File: src/rtl/gfx_pkg.sv
// rtl/gfx_pkg.sv - shared graphics constants: scheduler state encoding and requester count
package gfx_pkg;
  localparam int STATEW = 2;
  localparam int NREQ   = 2;

  localparam logic [STATEW-1:0] IDLE  = 2'd0;
  localparam logic [STATEW-1:0] START = 2'd1;
  localparam logic [STATEW-1:0] WAIT  = 2'd2;

  typedef enum logic [STATEW-1:0] {
    S_IDLE  = IDLE,
    S_START = START,
    S_WAIT  = WAIT
  } state_t;
endpackage

File: src/rtl/rr_arb2.sv
// rtl/rr_arb2.sv - two-way round-robin grant; prio picks the winner only under contention
module rr_arb2
  import gfx_pkg::*;
(
  input  logic [NREQ-1:0] valid,
  input  logic            prio,
  output logic [NREQ-1:0] grant
);

  always_comb begin
    grant = valid;
    if (valid == 2'b11) grant = prio ? 2'b10 : 2'b01;
  end

endmodule

File: src/rtl/line_sched.sv
// rtl/line_sched.sv - arbitrates two line-draw requesters onto one line engine
module line_sched
  import gfx_pkg::*;
#(
  parameter int CORDW = 16
) (
  input  logic                    clk,
  input  logic                    rst,
  input  logic [NREQ-1:0]         req_valid,
  output logic [NREQ-1:0]         req_ready,
  input  logic [8*CORDW-1:0]      req_cmd,
  output logic [NREQ-1:0]         req_done,
  output logic                    eng_start,
  output logic signed [CORDW-1:0] eng_x0,
  output logic signed [CORDW-1:0] eng_y0,
  output logic signed [CORDW-1:0] eng_x1,
  output logic signed [CORDW-1:0] eng_y1,
  output logic                    eng_oe,
  input  logic                    eng_done,
  input  logic                    pix_ready,
  output logic                    owner,
  output logic                    busy,
  output logic [15:0]             line_cnt
);

  state_t              state, state_nx;
  logic                prio;
  logic [NREQ-1:0]     grant;
  logic [NREQ-1:0]     accept;
  logic [4*CORDW-1:0]  sel_cmd;
  logic                finish;

  rr_arb2 u_arb (
    .valid (req_valid),
    .prio  (prio),
    .grant (grant)
  );

  assign req_ready = (state == S_IDLE) ? grant : '0;
  assign accept    = req_valid & req_ready;
  assign finish    = (state == S_WAIT) && eng_done;
  assign sel_cmd   = accept[1] ? req_cmd[8*CORDW-1:4*CORDW] : req_cmd[4*CORDW-1:0];

  always_comb begin
    state_nx  = state;
    eng_start = 1'b0;
    eng_oe    = 1'b0;
    case (state)
      S_IDLE:  if (|accept) state_nx = S_START;
      S_START: begin
        eng_start = 1'b1;
        state_nx  = S_WAIT;
      end
      S_WAIT: begin
        eng_oe = pix_ready;
        if (eng_done) state_nx = S_IDLE;
      end
      default: state_nx = S_IDLE;
    endcase
  end

  always_ff @(posedge clk or posedge rst) begin
    if (rst) state <= S_IDLE;
    else     state <= state_nx;
  end

  // Endpoints are only loaded on accept, so they stay frozen through START/WAIT and the cycle after.
  always_ff @(posedge clk or posedge rst) begin
    if (rst) begin
      prio     <= 1'b0;
      owner    <= 1'b0;
      busy     <= 1'b0;
      req_done <= '0;
      line_cnt <= '0;
      eng_x0   <= '0;
      eng_y0   <= '0;
      eng_x1   <= '0;
      eng_y1   <= '0;
    end else begin
      req_done <= '0;
      if (|accept) begin
        eng_x0 <= sel_cmd[4*CORDW-1 -: CORDW];
        eng_y0 <= sel_cmd[3*CORDW-1 -: CORDW];
        eng_x1 <= sel_cmd[2*CORDW-1 -: CORDW];
        eng_y1 <= sel_cmd[CORDW-1 -: CORDW];
        owner  <= accept[1];
        busy   <= 1'b1;
      end
      if (finish) begin
        req_done <= {owner, ~owner};
        prio     <= ~owner;
        line_cnt <= line_cnt + 16'd1;
        busy     <= 1'b0;
      end
    end
  end

endmodule

File: config.mk
export PLATFORM = sky130hd
export DESIGN_NAME = line_sched
export DESIGN_NICKNAME = d
export VERILOG_FILES = /design/src/rtl/gfx_pkg.sv /design/src/rtl/rr_arb2.sv /design/src/rtl/line_sched.sv
export SDC_FILE = /design/constraint.sdc
export NUM_CORES = 1
export LEC_CHECK = 0
export CORE_MARGIN = 1.5
export CORE_UTILIZATION = 30
export DETAILED_ROUTE_END_ITERATION = 6
export GPL_TIMING_DRIVEN = 0
export PLACE_DENSITY_LB_ADDON = 0.3
export SLEW_MARGIN = 20
export SYNTH_ARGS = -nofsm -noshare
export SYNTH_HDL_FRONTEND = slang
export SYNTH_SLANG_ARGS = --single-unit
File: constraint.sdc
create_clock -name clk -period 2.3 [get_ports clk]
set_input_delay 0.23 -clock clk [delete_from_list [all_inputs] [get_ports clk]]
set_output_delay 0.23 -clock clk [all_outputs]
set_load 0.02 [all_outputs]
* Word-level counts from Yosys, hierarchy flattened *
Index checks and enable logic that the tools add are counted.
Widths: inputs -> output; s select.

storage, ports and cells
  register bits = 87
  bits of input ports = 134
  output and inout port bits = 88
  logic and storage cells = 35

cells by class
  add/sub/neg operators = 1
  equal/unequal tests = 5
  multiplexer cells = 12
  bitwise logic cells = 2
  reductions and logical operators = 5

operators with widths
  kind                   count
  $mux 64                1
  $add 16x1->16 const B  1
  $mux 2                 6
  $pmux 2 s3             1
  $eq 2x2->1 const B     2
  $mux 1                 4
  $and 2x2->2            1
  $eq 2x1->1 const B     1
  $logic_not 2->1        1
  $ne 2x1->1 const B     1
  $ne 2x2->1 const B     1
  $reduce_and 2->1       1
  $reduce_bool 2->1      1
  $reduce_or 2->1        1
  $logic_and 1x1->1      1
  $not 1->1              1

* Longest topological paths before layout *
  word-level depth = 7
  depth in mapped cells = 7
  depth with buffers taken out = 5

* Modules after synthesis *
A second synthesis with hierarchy kept.

second synthesis, totals
  cell total of the unflattened synthesis = 370
  area total of the unflattened synthesis = 3982.6 um^2

modules (own cells, without submodules)
  module      times used  cells each  area an instance (um^2)  sequential area each (um^2)
  line_sched  1           367         3963.8                   2177.1
  rr_arb2     1           3           18.8                     0.0

* Worst setup path before layout *
Ideal clock, no wire load.

  path type = reg2reg
  start = register line_cnt[4]
  end = register line_cnt[15]
  library setup time = 0.128 ns
  data arrival time = 1.273 ns
  required time = 2.172 ns
  path slack = 0.898 ns
  stages on the path, launching flop included = 6
  buffers on the path = 1
  clock period less this slack = 1.402 ns
  path through = dfrtp_1 and3_1 buf_4 and4_1 nand4_1 xnor2_1

on the way
  cells in the longest elaborated chain, start to end = 1

RTL lines
  element                   line              text
  start: declaration        line_sched.sv:23  output logic [15:0] line_cnt
  start signal: assignment  line_sched.sv:92  line_cnt <= line_cnt + 16'd1;
  $add 16x1->16             line_sched.sv:92

Every way passes these cells.
A chain may end at the register's enable or synchronous reset.

* Worst setup path after layout *
  start = register state[0]
  end = output port req_ready[0]

on the way
  cells in the longest elaborated chain, start to end = 2

RTL lines
  element                   line              text
  start: declaration        line_sched.sv:26  state_t state, state_nx;
  start signal: assignment  line_sched.sv:64  else state <= state_nx;
  $logic_not 2->1           line_sched.sv:39  assign req_ready = (state == S_IDLE) ? grant : '0;
  $mux 2                    line_sched.sv:39
  end: declaration          line_sched.sv:10  output logic [NREQ-1:0] req_ready,

Every way passes these cells.

==> summary.md <==
| Metric | Value |
|---|---|
| Status | `complete, no violations` |
| Minimum setup slack among reg-to-reg paths | `0.71 ns` |
| Mean cell area of the mapped netlist | `8.98 sq um` |
| Initial DRC Count | `139` |
| Die span in y | `117 um` |
| Number of enable flip-flop cells after synthesis | `0` |
| Setup Viol. Count Final | `0` |
| Fin crit share | `0.844` |
| Estimated wirelength of the detail-placed design | `9.50 mm` |
| Number of different library cells in the post-synthesis netlist | `29` |
| Signal arrival time at the worst endpoint | `1.71 ns` |
| Ys Warns | `0` |
| Initial antenna violation count | `0` |
| Max-cap violations | `0` |
| Via count of the first global-routing pass | `3717` |
| Fraction of registers with async set/reset | `1.00` |
| DRT Pass-1 Iters | `4` |
| P per Cell Area | `1240 nW/um^2` |
| Total number of vias | `3897` |
| Commonest non-fill, non-tap cell in the layout | `sky130_fd_sc_hd__clkdlybuf4s50_1` |
| PnR worst setup slack | `0.360 ns` |
| Number of nets with antenna violations after detailed routing | `0` |
| Post-DR wirelength/cell | `14.6 um` |
| Psw | `0.00325 W` |
| Largest driver fanout on the critical path | `6` |
| Crit path required time | `2.07 ns` |
| Wire length after detailed routing | `12.4 mm` |
| Fraction of final layout cells sized beyond drive strength 1 | `0.0832` |
| Part of the total power dissipated in combinational logic | `0.520` |
| Sequential share of the synthesized area | `0.558` |
| Maximum level of the CTS H-tree | `3` |
| Net switching fraction of the power | `0.394` |
| Fin Setup TNS | `0 ns` |
| Lkg Pwr | `2.82 nW` |
| Insertion delay to the later sink of the worst-skew pair | `0.33 ns` |
| Total routing usage reported by global routing | `0.178` |
| Crit. Startpoint | `state[0]` |
| Unrepaired setup endpoints after global routing | `false` |
| Average via count per standard cell | `4.61` |
| Post-route standard cell area excluding fillers | `6680 sq um` |
| Area of the die | `13700 sq um` |
| Bufs on Longest Clock Path | `2` |
| Peak VDD IR | `0.423 mV` |
| Endpoints failing hold | `0` |
| Sequential standard cell area | `2180 sq um` |
| Synth Flop Type | `sky130_fd_sc_hd__dfrtp_1` |
| Die width | `117 um` |
| Startpoint of the worst register-to-register path | `state[0]` |
| Capturing point of the worst reg2reg path | `eng_x0[5]` |
| Hold Worst Slack | `0.175 ns` |
| Post-synthesis sequential element count | `87` |
| Seq pwr share | `0.312` |
| Area of the multi-input gates | `1510 sq um` |
| Kind of end point of the critical path | `output port` |
| Total power draw | `0.00826 W` |
| Worst-Margin Slew | `0.471 ns` |
| Sinks on Clock Net | `87` |
| Residual DRC count | `0` |
| Filler cells | `1235` |
| Syn-to-layout area delta | `71.3%` |
| Initial standard-cell utilization of the core | `0.308` |
| Port bufs | `221` |
| Placed standard-cell area | `6390 sq um` |
| Cells taking the most area after synthesis | `sky130_fd_sc_hd__dfrtp_1 (56%), sky130_fd_sc_hd__nand2_1 (13%), sky130_fd_sc_hd__a31oi_1 (10%), sky130_fd_sc_hd__nor2_1 (6.5%), sky130_fd_sc_hd__xnor2_1 (3.1%)` |
| Post-synthesis instance total | `434` |
| Clock Root Buffer | `sky130_fd_sc_hd__clkbuf_16` |
| Weighted congestion at the end of routability-driven global placement | `0.739` |
| Number of buffers inserted during clock tree synthesis | `9` |
| Number of nets at the end of the flow | `804` |
| Total grt overflow | `0` |
| Hold-fix buffers at CTS | `0` |
| Area leader, netlist | `sky130_fd_sc_hd__dfrtp_1` |
| Setup CP Type | `register to output port` |
| Maximum number of pins on one net before global-route repair | `33` |
| Synthesized cell area | `3900 sq um` |
| Number of nets produced by synthesis | `569` |
| Wire length of the first global-routing pass | `18.8 mm` |
| Setup skew after layout | `0.00951 ns` |
| Row Count | `41` |
| Placeable Area | `12700 sq um` |
| R2R cell count | `6` |
| Top-Level Pins | `222` |
| Portion of synthesized cell area occupied by the leading cell type | `0.558` |
| Antenna cell count | `0` |
| Setup WS pre-CTS | `0.256 ns` |
| CTS tree | `yes` |
| Clock power share | `0.168` |
| Top library cells by usage in the layout, fill and taps aside | `sky130_fd_sc_hd__clkdlybuf4s50_1 (220), sky130_fd_sc_hd__nand2_1 (136), sky130_fd_sc_hd__dfrtp_1 (87)` |
| Critical path startpoint category | `register` |
| Worst rel slew slack | `0.686` |
| Maximum clock rate | `515 MHz` |
| Internal power of the cells | `0.00500 W` |
| Critical Path End | `req_ready[0]` |
| Pins over their slew limit | `0` |
| Worst min-delay path class | `primary input to async pin` |
| Post-CTS clock slew at the launch and capture registers of the worst setup and hold paths | `0.06 ns` |
| Min Clock Period, post-route | `1.94 ns` |
## critical path, stage by stage, from the launching register on
cell and delay [ns]:
sky130_fd_sc_hd__dfrtp_1 0.42, sky130_fd_sc_hd__nor2_2 0.19, sky130_fd_sc_hd__and3_1 0.17, sky130_fd_sc_hd__clkdlybuf4s50_1 0.61
## per-layer routing
layer	track usage	share of wire	wire [um]
met5	0	0	0
met4	0.0562	0.012	153
met3	0.0505	0.080	988
met2	0.302	0.49	6010
met1	0.222	0.42	5220
## power groups by stage
stage               clock, W  combinational, W  sequential [W]
finish               0.00139           0.00429         0.00258
global route         0.00150           0.00468         0.00266
CTS                  0.00143           0.00436         0.00259
detailed placement         0           0.00435         0.00261
global placement           0           0.00429         0.00257
floorplan                  0           0.00155         0.00332
## worst min path at each step
stage / from / end / slack, ns
2_1_floorplan: req_cmd[0] / eng_y1[0] / 0.37
3_3_place_gp: line_cnt[15] / line_cnt[15] / 0.46
3_5_place_dp: line_cnt[15] / line_cnt[15] / 0.46
4_1_cts: rst / eng_x0[9] / 0.17
5_1_grt: rst / eng_x0[9] / 0.19
6_report: rst / eng_x0[9] / 0.18
## cells by family after synthesis
| kind of cell | count (synthesis) | synth area share |
|---|---|---|
| buffers and inverters | 34 | 0.0549 |
| DFF | 87 | 0.558 |
| AOI/OAI and AO/OA | 67 | 0.108 |
| xor gates and xnor gates | 15 | 0.0337 |
| and+or+nand+nor | 230 | 0.242 |
| adders and majority gates | 1 | 0.00321 |
## Yosys cell counts, types with 2 or more instances
cell type                 count
sky130_fd_sc_hd__xnor2_1     14
sky130_fd_sc_hd__dfrtp_1     87
sky130_fd_sc_hd__and3b_2      2
sky130_fd_sc_hd__a31oi_1     64
sky130_fd_sc_hd__nand4_1      5
sky130_fd_sc_hd__nand3_1      5
sky130_fd_sc_hd__nor2_2       2
sky130_fd_sc_hd__buf_2       18
sky130_fd_sc_hd__and4_1       2
sky130_fd_sc_hd__and3_1       3
sky130_fd_sc_hd__buf_4        7
sky130_fd_sc_hd__nor2_1      68
sky130_fd_sc_hd__nand2_1    136
sky130_fd_sc_hd__inv_1        2
sky130_fd_sc_hd__buf_6        5
## sequential cells by signal, summed over array words and instances, names as in the netlist
register and flops:
eng_x0 16, eng_x1 16, eng_y0 16, eng_y1 16, line_cnt 16, req_done 2
state 2, busy 1, owner 1, prio 1
## metrics by stage
stage,util,cells
3_3_place_gp,0.500,827
3_5_place_dp,0.504,830
6_report,0.527,845
5_1_grt,0.527,845
2_1_floorplan,-,434
4_1_cts,0.527,845
## timing repair
item	4_1_cts	5_1_grt
hold endpoints to repair	0	0
resized for setup	0	1
setup buffers	0	0
setup endpoints to repair	0	1
## layout make-up
cell class / instances / area share
buffer: 31 / 0.0304
clock buffer: 13 / 0.0405
clock inverter: 2 / 0.00225
inverter: 3 / 0.00225
multi-input combinational: 313 / 0.226
sequential: 87 / 0.326
tap: 172 / 0.0322
timing repair buffer: 224 / 0.341
Power figures use the tool's default switching activity.
